**src/rtl/layer_controller.sv**
```systemverilog
// Sequencer for one neural-network layer: steps a shared multiply-accumulate
// datapath through every input of every neuron, then holds done until acknowledged.
module layer_controller #(
    parameter int NUM_INPUTS  = 16,
    parameter int NUM_NEURONS = 8
) (
    input  logic                                       clock,
    input  logic                                       reset,
    input  logic                                       start,
    input  logic                                       abort,
    input  logic                                       ack,
    output logic                                       busy,
    output logic                                       done,
    output logic                                       mac_clear,
    output logic                                       mac_enable,
    output logic                                       act_enable,
    output logic                                       result_write,
    output logic [$clog2(NUM_INPUTS)-1:0]              input_index,
    output logic [$clog2(NUM_NEURONS)-1:0]             neuron_index,
    output logic [$clog2(NUM_INPUTS*NUM_NEURONS)-1:0]  weight_address
);

    localparam int IW = $clog2(NUM_INPUTS);
    localparam int NW = $clog2(NUM_NEURONS);
    localparam int AW = $clog2(NUM_INPUTS*NUM_NEURONS);
    localparam logic [IW-1:0] LAST_INPUT  = IW'(NUM_INPUTS - 1);
    localparam logic [NW-1:0] LAST_NEURON = NW'(NUM_NEURONS - 1);

    typedef enum logic [2:0] {
        IDLE     = 3'd0,
        CLEAR    = 3'd1,
        ACCUM    = 3'd2,
        DRAIN    = 3'd3,
        ACTIVATE = 3'd4,
        WRITE    = 3'd5,
        DONE     = 3'd6
    } state_t;

    state_t          state;
    logic [IW-1:0]   in_cnt;
    logic [NW-1:0]   nr_cnt;

    // Abort only cancels an active pass; IDLE and DONE handle it in their own arms.
    always_ff @(posedge clock or posedge reset) begin
        if (reset) begin
            state  <= IDLE;
            in_cnt <= '0;
            nr_cnt <= '0;
        end else if (abort && state != IDLE && state != DONE) begin
            state  <= IDLE;
            in_cnt <= '0;
            nr_cnt <= '0;
        end else begin
            case (state)
                IDLE: begin
                    in_cnt <= '0;
                    nr_cnt <= '0;
                    if (start) state <= CLEAR;
                end
                CLEAR: state <= ACCUM;
                ACCUM: begin
                    if (in_cnt == LAST_INPUT) begin
                        in_cnt <= '0;
                        state  <= DRAIN;
                    end else begin
                        in_cnt <= in_cnt + 1'b1;
                    end
                end
                DRAIN:    state <= ACTIVATE;
                ACTIVATE: state <= WRITE;
                WRITE: begin
                    if (nr_cnt == LAST_NEURON) begin
                        state <= DONE;
                    end else begin
                        nr_cnt <= nr_cnt + 1'b1;
                        state  <= CLEAR;
                    end
                end
                DONE: begin
                    if (ack || abort) begin
                        state  <= IDLE;
                        in_cnt <= '0;
                        nr_cnt <= '0;
                    end
                end
                default: begin
                    state  <= IDLE;
                    in_cnt <= '0;
                    nr_cnt <= '0;
                end
            endcase
        end
    end

    // Strobes decode from distinct states, so they can never overlap.
    assign busy         = (state == CLEAR) || (state == ACCUM) || (state == DRAIN) ||
                          (state == ACTIVATE) || (state == WRITE);
    assign done         = (state == DONE);
    assign mac_clear    = (state == CLEAR);
    assign mac_enable   = (state == ACCUM);
    assign act_enable   = (state == ACTIVATE);
    assign result_write = (state == WRITE);

    assign input_index    = in_cnt;
    assign neuron_index   = nr_cnt;
    assign weight_address = AW'(nr_cnt) * AW'(NUM_INPUTS) + AW'(in_cnt);

endmodule

```
**config.mk**
```make
export PLATFORM = sky130hd
export DESIGN_NAME = layer_controller
export DESIGN_NICKNAME = d
export VERILOG_FILES = /design/src/rtl/layer_controller.sv
export SDC_FILE = /design/constraint.sdc
export NUM_CORES = 1
export LEC_CHECK = 0
export BUFFER_PORTS_ARGS = -buffer_cell sky130_fd_sc_hd__buf_4
export CORE_MARGIN = 2
export CORE_UTILIZATION = 30
export DETAILED_ROUTE_END_ITERATION = 16
export PLACE_DENSITY = 0.57
export SLEW_MARGIN = 10
export SYNTH_ARGS = -nofsm -noshare
export SYNTH_HDL_FRONTEND = slang
export SYNTH_SLANG_ARGS = --single-unit
```
**constraint.sdc**
```tcl
create_clock -name clock -period 2.17 [get_ports clock]
set_clock_uncertainty 0.1 [all_clocks]
set_input_delay 0.217 -clock clock [delete_from_list [all_inputs] [get_ports clock]]
set_output_delay 0.217 -clock clock [all_outputs]
set_load 0.01 [all_outputs]
```
==> out/qor.txt <==
First-pass GRT wire length -> 2660 um
Largest fanout on the critical path -> 5
Synthesized area -> 696 um^2
Sequential cell area -> 250 um^2
Via count -> 630
H-tree depth -> 1
Core Area -> 2210 um^2
Number of warnings issued by yosys -> 0
Area Overhead vs Synth -> 28.6%
Setup Viol. Count Final -> 0
Cell Pwr Density -> 860 nW/um^2
Initial antenna violation count -> 0
P_leak -> 0.445 nW
Hold Crit Class -> primary input to register
Final TNS setup -> 0 ns
Total gr overflow -> 0
Clk buf depth -> 2
Sink Count -> 10
Worst EP arrival -> 1.94 ns
Layout cells sized above 1 -> 31.9%
Final hold violations -> 0
DRC viols -> 0
Largest net degree at the start of global routing -> 17
Power Total -> 770 uW
CTS Buf Count -> 3
CTS clock-pin slew for the worst setup and hold paths -> 0.07 ns
WS Path Type -> register to register
Hold slack -> 0.0913 ns
WL final -> 1610 um
Mapped Cells -> 75
Vias in the first global route -> 613
Nets -> 103
Most used cell, CP -> ha_1
Non-Filler Instances -> 122
RD Place Congestion -> 0.726
Syn_area_per_cell -> 9.28 um^2
CP Cell Sequence -> ha_1, ha_1, and4bb_1, or4b_1, a21oi_1
Critical-path top delay cell -> or4b_1
CTS Root Cell -> clkbuf_4
Final worst-path cycle share -> 84.6%
# IOs -> 25
Top cells by area, synth -> dfrtp_1 (36%), buf_4 (7.6%), ha_1 (5.4%)
Detail Route Antenna Nets -> 0
Syn nets -> 83
Fmax -> 545 MHz
Cell taking the most area after synthesis -> dfrtp_1
1st-pass router iterations -> 4
DR iter-0 viols -> 7
Initial core utilization -> 31.4%
DR WL/cell -> 13.2 um
Vias per cell -> 5.16
Port Buffer Count -> 24
Area of the multi-input gates -> 368 um^2
DIE HEIGHT -> 52.2 um
Slew @ Worst Pin -> 0.531 ns
Slew Viols, Final -> 0
CTS tree -> done
Max-Cap Viols -> 0
DP HPWL -> 1170 um
Synth top area share -> 36.0%
Sequential area share after synthesis -> 36.0%
ANT cells -> 0
Post-synth EDFFs -> 0
Status -> completed
Maximum vdd ir drop -> 391 uV
Worst endpoint required time -> 2.27 ns
Fin crit period -> 1.84 ns
Crit path launch type -> register
Max incr delay on CP -> 0.50 ns
Placed cells -> 117
Overall Global Routing Usage -> 13.5%
Kind of end point of the critical path -> register
Share of flip-flops with an asynchronous set or reset -> 100%
CTS resizes -> 0
Total die area -> 2720 um^2
Ys flop type -> dfrtp_1
Slew HR -> 64.1%
Die Wd -> 52.2 um
#FFs+latches synth -> 10
Cell row count -> 17
Clk_lat worst skew -> 0.27 ns
RSZ-0062 raised after global routing -> false
Most common cell after layout, fill and taps aside -> buf_4
Most frequent cells in the layout -> buf_4 (25), dfrtp_1 (10), nand2b_1 (6), a21oi_1 (6), nor3_1 (5)
Synth unique cells -> 30
Final-layout fill cell count -> 245
[critical path: cells and delay by family (launching register included)]
| family | cells | cell delay [ns] |
|---|---|---|
| and+or+nand+nor | 2 | 0.75 |
| AOI/OAI and AO/OA | 1 | 0.16 |
| adders and majority gates | 2 | 0.36 |
| DFF | 1 | 0.40 |
[cells in the mapped netlist, types with 2 or more instances]
library cell and n:
dfrtp_1 10, buf_4 7, a21oi_1 6, nand2b_1 6, nor3_1 5, a22o_1 4
nor2_1 4, ha_1 3, nand3_1 3, buf_2 2, clkbuf_1 2, inv_1 2
nand2_1 2, nor3b_1 2, or4b_1 2
[logic make-up after synthesis]
| kind of cell | after synthesis | synth area share (%) |
|---|---|---|
| AO/OA/AOI/OAI | 16 | 16.4 |
| adder cells (fa/ha/maj) | 4 | 6.84 |
| buffers and inverters | 13 | 11.2 |
| flip-flops | 10 | 36.0 |
| multiplexers | 1 | 1.62 |
| AND/OR/NAND/NOR | 31 | 28.1 |
[repair_timing]
item | CTS | global route
hold buffers | 1 | 0
hold endpoints to repair | 10 | 0
buffers inserted | 0 | 0
[through the flow]
stage	cell area, um^2	worst slack [ns]	utilization (%)
global route	895	0.222	40.4
finish	895	0.335	40.4
floorplan	696	0.406	-
global placement	848	0.395	38.3
CTS	895	0.316	40.4
detailed placement	848	0.346	38.3
[power breakdown]
part           internal [mW]  switching, mW  total (mW)
clock                  0.102         0.0718       0.174
combinational          0.157          0.144       0.301
sequential             0.211         0.0833       0.295
[cell type report]
type	instances	area share, %
Clock buffer	4	4.06
Tap cell	28	3.92
Multi-Input combinational cell	52	41.1
Timing Repair Buffer	26	22.1
Sequential cell	10	28.0
Inverter	2	0.839
[per-layer routing]
| layer | vias up | part of all wire, % | global-route usage, % |
|---|---|---|---|
| li1 | 308 | - | - |
| met1 | 293 | 44 | 16.3 |
| met2 | 24 | 47 | 22.2 |
| met3 | 5 | 6.2 | 2.59 |
| met4 | 0 | 2.5 | 7.69 |
| met5 | - | 0 | 0 |
[worst paths after layout]
path / start / slack (ns) / to / cells after the start
setup reg to reg: neuron_index[0] / 0.33 / neuron_index[0] / 5
setup / recovery: neuron_index[0] / 0.33 / neuron_index[0] / 5
min in group asynchronous: reset / 0.39 / neuron_index[1] / 3
hold reg to reg: neuron_index[2] / 0.48 / neuron_index[2] / 1
max in group asynchronous: reset / 1.29 / state[2] / 3
hold / removal: abort / 0.09 / state[1] / 2
[state kept, by name, indices dropped and copies added, names as in the netlist]
register      cells
neuron_index      3
input_index       4
state             3
No activity file was read; power rests on OpenSTA's default activity.
